--- config.mk ---
export PLATFORM = sky130hd
export DESIGN_NAME = rlc_game_system_cpu_oci_dct_ctrl_flat
export DESIGN_NICKNAME = d
export VERILOG_FILES = /design/src/rtl/rlc_game_system_cpu_oci_dct_pkg.sv /design/src/rtl/rlc_game_system_cpu_oci_dct_ctrl_if.sv /design/src/rtl/rlc_game_system_cpu_oci_dct_idle_timer.sv /design/src/rtl/rlc_game_system_cpu_oci_dct_ctrl.sv /design/src/flat_wrapper.sv
export SDC_FILE = /design/constraint.sdc
export NUM_CORES = 1
export LEC_CHECK = 0
export BUFFER_PORTS_ARGS = -buffer_cell sky130_fd_sc_hd__buf_2
export CORE_UTILIZATION = 30
export DETAILED_ROUTE_END_ITERATION = 8
export RECOVER_POWER = 25
export SYNTH_ARGS = -nofsm -noshare
export SYNTH_HDL_FRONTEND = slang
export SYNTH_SLANG_ARGS = --single-unit
--- constraint.sdc ---
create_clock -name clk -period 3.49 [get_ports clk]
set_input_delay 0.1745 -clock clk [delete_from_list [all_inputs] [get_ports clk]]
set_output_delay 0.1745 -clock clk [all_outputs]
set_load 0.05 [all_outputs]
--- src/rtl/rlc_game_system_cpu_oci_dct_pkg.sv ---
// Shared constants, DCT code set and fill-state encoding for the CPU OCI DCT trace sequencer.
package rlc_game_system_cpu_oci_dct_pkg;

    localparam int DCT_SLOTS   = 10;
    localparam int DCT_CODE_W  = 3;
    localparam int DCT_BUF_W   = DCT_SLOTS * DCT_CODE_W;
    localparam int DCT_CNT_W   = 4;
    localparam int DCT_TIMEOUT = 64;
    localparam int DCT_OVF_W   = 8;

    typedef enum logic [DCT_CODE_W-1:0] {
        NOP   = 3'd0,
        BR_T  = 3'd1,
        BR_NT = 3'd2,
        CALL  = 3'd3,
        RET   = 3'd4,
        EXC   = 3'd5,
        IRQ   = 3'd6,
        RSV   = 3'd7
    } dct_code_e;

    // Accumulator occupancy; FILL_FULL only persists while the output register is held.
    typedef enum logic [1:0] {
        FILL_EMPTY   = 2'd0,
        FILL_PARTIAL = 2'd1,
        FILL_FULL    = 2'd2
    } fill_state_e;

endpackage

--- src/rtl/rlc_game_system_cpu_oci_dct_ctrl_if.sv ---
// Trace-source and trace-sink signals of the DCT sequencer; master is the environment, slave the sequencer.
interface rlc_game_system_cpu_oci_dct_ctrl_if
    import rlc_game_system_cpu_oci_dct_pkg::*;
#(
    parameter int CODE_W = DCT_CODE_W,
    parameter int BUF_W  = DCT_BUF_W,
    parameter int CNT_W  = DCT_CNT_W
);

    logic              dct_valid;
    logic [CODE_W-1:0] dct_code;
    logic              flush;
    logic              test_ending;
    logic              frame_valid;
    logic [BUF_W-1:0]  frame_data;
    logic [CNT_W-1:0]  frame_count;
    logic              frame_ready;

    modport master (
        output dct_valid,
        output dct_code,
        output flush,
        output test_ending,
        output frame_ready,
        input  frame_valid,
        input  frame_data,
        input  frame_count
    );

    modport slave (
        input  dct_valid,
        input  dct_code,
        input  flush,
        input  test_ending,
        input  frame_ready,
        output frame_valid,
        output frame_data,
        output frame_count
    );

endinterface

--- src/rtl/rlc_game_system_cpu_oci_dct_idle_timer.sv ---
// Idle timer for a partially filled frame; expire flags the last idle cycle before a forced close.
module rlc_game_system_cpu_oci_dct_idle_timer
    import rlc_game_system_cpu_oci_dct_pkg::*;
#(
    parameter int TIMEOUT = DCT_TIMEOUT
) (
    input  logic clk,
    input  logic reset_n,
    input  logic clear,
    input  logic enable,
    input  logic hold,
    output logic expire
);

    localparam int TW = (TIMEOUT > 2) ? $clog2(TIMEOUT) : 1;
    localparam logic [TW-1:0] LAST = TW'(TIMEOUT - 1);

    logic [TW-1:0] value;

    // Once expired with a blocked close, the value parks at LAST until the close is granted.
    always_ff @(posedge clk or negedge reset_n) begin
        if (!reset_n) begin
            value <= '0;
        end else if (clear) begin
            value <= '0;
        end else if (enable && !(hold && expire)) begin
            value <= value + TW'(1);
        end
    end

    assign expire = (value == LAST);

endmodule

--- src/rtl/rlc_game_system_cpu_oci_dct_ctrl.sv ---
// DCT trace sequencer: packs 3-bit codes into a frame accumulator and hands closed frames
// to the trace sink through a one-deep output register.
module rlc_game_system_cpu_oci_dct_ctrl
    import rlc_game_system_cpu_oci_dct_pkg::*;
#(
    parameter int SLOTS   = DCT_SLOTS,
    parameter int CODE_W  = DCT_CODE_W,
    parameter int TIMEOUT = DCT_TIMEOUT,
    parameter int OVF_W   = DCT_OVF_W
) (
    input  logic                         clk,
    input  logic                         reset_n,
    rlc_game_system_cpu_oci_dct_ctrl_if.slave dct,
    output logic [SLOTS*CODE_W-1:0]      dct_buffer,
    output logic [$clog2(SLOTS+1)-1:0]   dct_count,
    output logic [OVF_W-1:0]             overflow_cnt,
    output logic                         test_has_ended
);

    localparam int BUF_W = SLOTS * CODE_W;
    localparam int CNT_W = $clog2(SLOTS + 1);
    localparam logic [CNT_W-1:0] FULL_CNT = CNT_W'(SLOTS);

    fill_state_e      fill_state;
    logic             accept;
    logic             drop;
    logic [BUF_W-1:0] acc_next;
    logic [CNT_W-1:0] count_next;
    logic             close_req;
    logic             out_free;
    logic             grant;
    logic             expire;

    always_comb begin
        fill_state = FILL_PARTIAL;
        if (dct_count == '0) begin
            fill_state = FILL_EMPTY;
        end else if (dct_count == FULL_CNT) begin
            fill_state = FILL_FULL;
        end
    end

    // The close decision looks at the accumulator after this cycle's code, so a code
    // arriving together with flush or the tenth slot is part of the closed frame.
    always_comb begin
        accept     = dct.dct_valid && (fill_state != FILL_FULL);
        drop       = dct.dct_valid && (fill_state == FILL_FULL);
        acc_next   = dct_buffer;
        count_next = dct_count;
        if (accept) begin
            acc_next[dct_count*CODE_W +: CODE_W] = dct.dct_code;
            count_next = dct_count + CNT_W'(1);
        end
        close_req = (count_next != '0) &&
                    ((count_next == FULL_CNT) || dct.flush || dct.test_ending || expire);
        out_free  = !dct.frame_valid || dct.frame_ready;
        grant     = close_req && out_free;
    end

    rlc_game_system_cpu_oci_dct_idle_timer #(
        .TIMEOUT (TIMEOUT)
    ) u_idle_timer (
        .clk     (clk),
        .reset_n (reset_n),
        .clear   (accept || grant),
        .enable  (dct_count != '0),
        .hold    (close_req && !grant),
        .expire  (expire)
    );

    // A grant in the same cycle as a handshake reloads the output register, so the sink
    // can take one frame per cycle without a bubble.
    always_ff @(posedge clk or negedge reset_n) begin
        if (!reset_n) begin
            dct_buffer      <= '0;
            dct_count       <= '0;
            dct.frame_valid <= 1'b0;
            dct.frame_data  <= '0;
            dct.frame_count <= '0;
        end else if (grant) begin
            dct_buffer      <= '0;
            dct_count       <= '0;
            dct.frame_valid <= 1'b1;
            dct.frame_data  <= acc_next;
            dct.frame_count <= count_next;
        end else begin
            dct_buffer <= acc_next;
            dct_count  <= count_next;
            if (dct.frame_valid && dct.frame_ready) begin
                dct.frame_valid <= 1'b0;
            end
        end
    end

    always_ff @(posedge clk or negedge reset_n) begin
        if (!reset_n) begin
            overflow_cnt <= '0;
        end else if (drop && (overflow_cnt != '1)) begin
            overflow_cnt <= overflow_cnt + OVF_W'(1);
        end
    end

    assign test_has_ended = dct.test_ending && (dct_count == '0) && !dct.frame_valid;

endmodule

--- src/flat_wrapper.sv ---
// flat-port wrapper written by rule: the top's interface ports become plain ports
module rlc_game_system_cpu_oci_dct_ctrl_flat import rlc_game_system_cpu_oci_dct_pkg::*;
#(
    parameter int SLOTS   = DCT_SLOTS,
    parameter int CODE_W  = DCT_CODE_W,
    parameter int TIMEOUT = DCT_TIMEOUT,
    parameter int OVF_W   = DCT_OVF_W
)
  (clk, reset_n, dct_buffer, dct_count, overflow_cnt, test_has_ended, dct_dct_valid, dct_dct_code, dct_flush, dct_test_ending, dct_frame_ready, dct_frame_valid, dct_frame_data, dct_frame_count);
  rlc_game_system_cpu_oci_dct_ctrl_if #(.CODE_W(CODE_W)) dct_i ();
  input  logic clk;
  input  logic reset_n;
  output logic [SLOTS*CODE_W-1:0] dct_buffer;
  output logic [$clog2(SLOTS+1)-1:0] dct_count;
  output logic [OVF_W-1:0] overflow_cnt;
  output logic test_has_ended;
  input wire logic [$bits(dct_i.dct_valid)-1:0] dct_dct_valid;
  input wire logic [$bits(dct_i.dct_code)-1:0] dct_dct_code;
  input wire logic [$bits(dct_i.flush)-1:0] dct_flush;
  input wire logic [$bits(dct_i.test_ending)-1:0] dct_test_ending;
  input wire logic [$bits(dct_i.frame_ready)-1:0] dct_frame_ready;
  output wire logic [$bits(dct_i.frame_valid)-1:0] dct_frame_valid;
  output wire logic [$bits(dct_i.frame_data)-1:0] dct_frame_data;
  output wire logic [$bits(dct_i.frame_count)-1:0] dct_frame_count;
  assign dct_i.dct_valid = dct_dct_valid;
  assign dct_i.dct_code = dct_dct_code;
  assign dct_i.flush = dct_flush;
  assign dct_i.test_ending = dct_test_ending;
  assign dct_i.frame_ready = dct_frame_ready;
  assign dct_frame_valid = dct_i.frame_valid;
  assign dct_frame_data = dct_i.frame_data;
  assign dct_frame_count = dct_i.frame_count;
  rlc_game_system_cpu_oci_dct_ctrl #(.SLOTS(SLOTS), .CODE_W(CODE_W), .TIMEOUT(TIMEOUT), .OVF_W(OVF_W)) u_core (.clk(clk), .reset_n(reset_n), .dct(dct_i), .dct_buffer(dct_buffer), .dct_count(dct_count), .overflow_cnt(overflow_cnt), .test_has_ended(test_has_ended));
endmodule
==> impl_metrics.env <==
export IMPL_status="complete, but fails checks"
export IMPL_violations="max-capacitance violations, max-slew violations"
export IMPL_initial_utilization_pct=31.0
export IMPL_clock_fmax_mhz=346
export IMPL_num_rows=41
export IMPL_finalHoldViolations=0
export IMPL_drtIter0Drc=134
export IMPL_setup_viol=0
export IMPL_nets=462
export IMPL_hp_class="input pin to flip-flop"
export IMPL_skew_ps=6.35
export IMPL_grt_antenna_before_repair=0
export IMPL_clock_sinks=83
export IMPL_grt_pass1_vias=2798
export IMPL_p_int_mw=2.04
export IMPL_synth_most_common_cell="dfrtp_1"
export IMPL_num_io_pins=87
export IMPL_p_sw_mw=1.38
export IMPL_synth_cell_types=42
export IMPL_core_region_area_sq_um=12700
export IMPL_power_density_nw_per_um2=715
export IMPL_num_vias=2810
export IMPL_cp_max_fo=59
export IMPL_p_sw_share_pct=40.4
export IMPL_slew_headroom_pct=-40.4
export IMPL_post_route_drc_count=0
export IMPL_netlist_top_cells_area="dfrtp_1, mux2i_1, nor2_1, inv_1, ha_1"
export IMPL_ant_nets=0
export IMPL_worst_pin_slew_ps=2110
export IMPL_max_clock_path_buffers=2
export IMPL_clock_power_share_pct=29.4
export IMPL_yosys_area_top_type="dfrtp_1"
export IMPL_synthArstFlopShare_pct=100
export IMPL_setup_tns_ps=0
export IMPL_drive_above_1_share_pct=25.6
export IMPL_vias_per_cell=4.52
export IMPL_grt_max_degree=84
export IMPL_htreeDepth=3
export IMPL_dp_cells=606
export IMPL_min_period_over_period_pct=82.9
export IMPL_power_share_combinational_pct=37.2
export IMPL_clk_pin_slew_worst_paths_ps=60
export IMPL_io_buffers=86
export IMPL_post_cts_resized=0
export IMPL_syn_cell_area_sq_um=3940
export IMPL_syn_area_per_cell_sq_um=11.0
export IMPL_hold_buffers=0
export IMPL_synth_top_cells_by_count="dfrtp_1, mux2i_1, nor2_1"
export IMPL_routabilityCongestion=0.763
export IMPL_cts_tree="built"
export IMPL_area_growth_pct=21.3
export IMPL_overflow=0
export IMPL_pwr_share_seq_pct=33.4
export IMPL_die_width_microns=117
export IMPL_dr_pass1_iters=4
export IMPL_grt_use_total_pct=14.3
export IMPL_grt_pass1_wl_mm=14.5
export IMPL_synthCells=358
export IMPL_wl_per_cell_microns=14.7
export IMPL_cp_arrival_ps=3150
export IMPL_cp_required_ps=3750
export IMPL_die_area_sq_um=13600
export IMPL_crit_path_start_kind="flip-flop"
export IMPL_totalWireLength_mm=9.14
export IMPL_peakVddDrop_v=0.000254
export IMPL_synth_ff_type="dfrtp_1"
export IMPL_cts_root_buf="clkbuf_16"
export IMPL_postCtsSetupBuffers=0
export IMPL_ys_warn_count=0
export IMPL_hpwlAfterDp_mm=6.46
export IMPL_cap_viol_max_count=1
export IMPL_critPathCaptureType="flip-flop"
export IMPL_clk_latency_ps=340
export IMPL_final_cells=622
export IMPL_path_class="flip-flop to flip-flop"
export IMPL_seq_area_frac_synth_pct=52.7
export IMPL_ys_seq_elements=83
export IMPL_diodes=0
export IMPL_min_period_ps=2890
export IMPL_grt_setup_unrepaired="false"
export IMPL_synth_nets=375
export IMPL_leakage_nw=2.44
export IMPL_tritoncts_num_buffers=9
export IMPL_yosysTopAreaCellShare_pct=52.7
export IMPL_synth_edf_count=0
export IMPL_slew_violations=84
export IMPL_die_y_microns=117
## worst paths after layout
path,start,slack (ps),endpoint,depth (start not counted)
setup / recovery,u_core.dct_count[0]$_DFF_PN0_,600,u_core.dct.frame_data[28]$_DFFE_PN0P_,9
hold reg to reg,u_core.dct.frame_count[1]$_DFFE_PN0P_,490,u_core.dct.frame_count[1]$_DFFE_PN0P_,2
setup reg to reg,u_core.dct_count[0]$_DFF_PN0_,600,u_core.dct.frame_data[28]$_DFFE_PN0P_,9
min in group asynchronous,reset_n,450,u_core.u_idle_timer.value[3]$_DFFE_PN0P_,1
hold / removal,dct_dct_code[1],140,u_core.dct_buffer[1]$_DFF_PN0_,3
max in group asynchronous,reset_n,1800,u_core.dct.frame_data[28]$_DFFE_PN0P_,1
## metal layers
layer | share of wire (%) | wire length (microns) | up-vias | global-route usage [%]
li1 | - | - | 1370 | -
met1 | 47 | 4300 | 1374 | 19.1
met2 | 47 | 4280 | 57 | 21.7
met3 | 4.8 | 437 | 9 | 4.36
met4 | 1.3 | 119 | 0 | 5.40
met5 | 0 | 0 | - | 0
## layout make-up
class / instances / area (sq um)
fill: 1312 / 7940
sequential: 83 / 2080
multi-input combinational: 226 / 1590
timing repair buffer: 89 / 453
clock buffer: 12 / 236
tap: 172 / 215
inverter: 36 / 135
clock inverter: 4 / 75.1
## critical path, cell delays in order (launching register included)
cell and delay, ps:
dfrtp_1 490, inv_1 160, ha_1 260, a211o_1 300, a21oi_1 160, o21ai_0 130, a211o_2 420, nand2_8 370
buf_4 310, mux2i_1 200
## per-stage QoR
step / area, sq um / util (%) / total power [mW] / setup slack (ps) / hold slack [ps]
floorplan: 3940 / - / 2.24 / 669 / -121
global placement: 4470 / 35.2 / 2.42 / 692 / 429
detailed placement: 4470 / 35.2 / 2.43 / 610 / 442
CTS: 4780 / 37.6 / 3.46 / 578 / 74.3
global route: 4780 / 37.6 / 3.61 / 358 / 164
finish: 4780 / 37.6 / 3.42 / 598 / 141
## power by group through the flow
stage	sequential (mW)	combinational (mW)	clock [mW]
3_3_place_gp	1.15	1.26	0
3_5_place_dp	1.16	1.27	0
2_1_floorplan	1.44	0.793	0
5_1_grt	1.16	1.38	1.07
6_report	1.14	1.27	1.00
4_1_cts	1.14	1.28	1.03
## cell families after synthesis
group | share of synthesized area, %
AOI/OAI and AO/OA | 4.92
adders and majority gates | 2.54
and+or+nand+nor | 13.9
buffers and inverters | 6.95
xor gates and xnor gates | 2.86
muxes | 16.1
DFF | 52.7
## placed cells by master (no fill, tap or decap), drive strengths merged, types with 8 or more instances in the layout
cell,count
clkbuf,13
nand2,19
xnor2,9
mux2i,60
nor2,58
inv,36
ha,8
nand3,12
dfrtp,83
buf,88
## flip-flops by register name (all words and copies together), names as in the netlist
name                       flops
u_core.dct.frame_valid         1
u_core.dct_buffer             30
u_core.dct_count               4
u_core.dct.frame_data         30
u_core.u_idle_timer.value      6
u_core.dct.frame_count         4
u_core.overflow_cnt            8
Power figures use the tool's default switching activity.
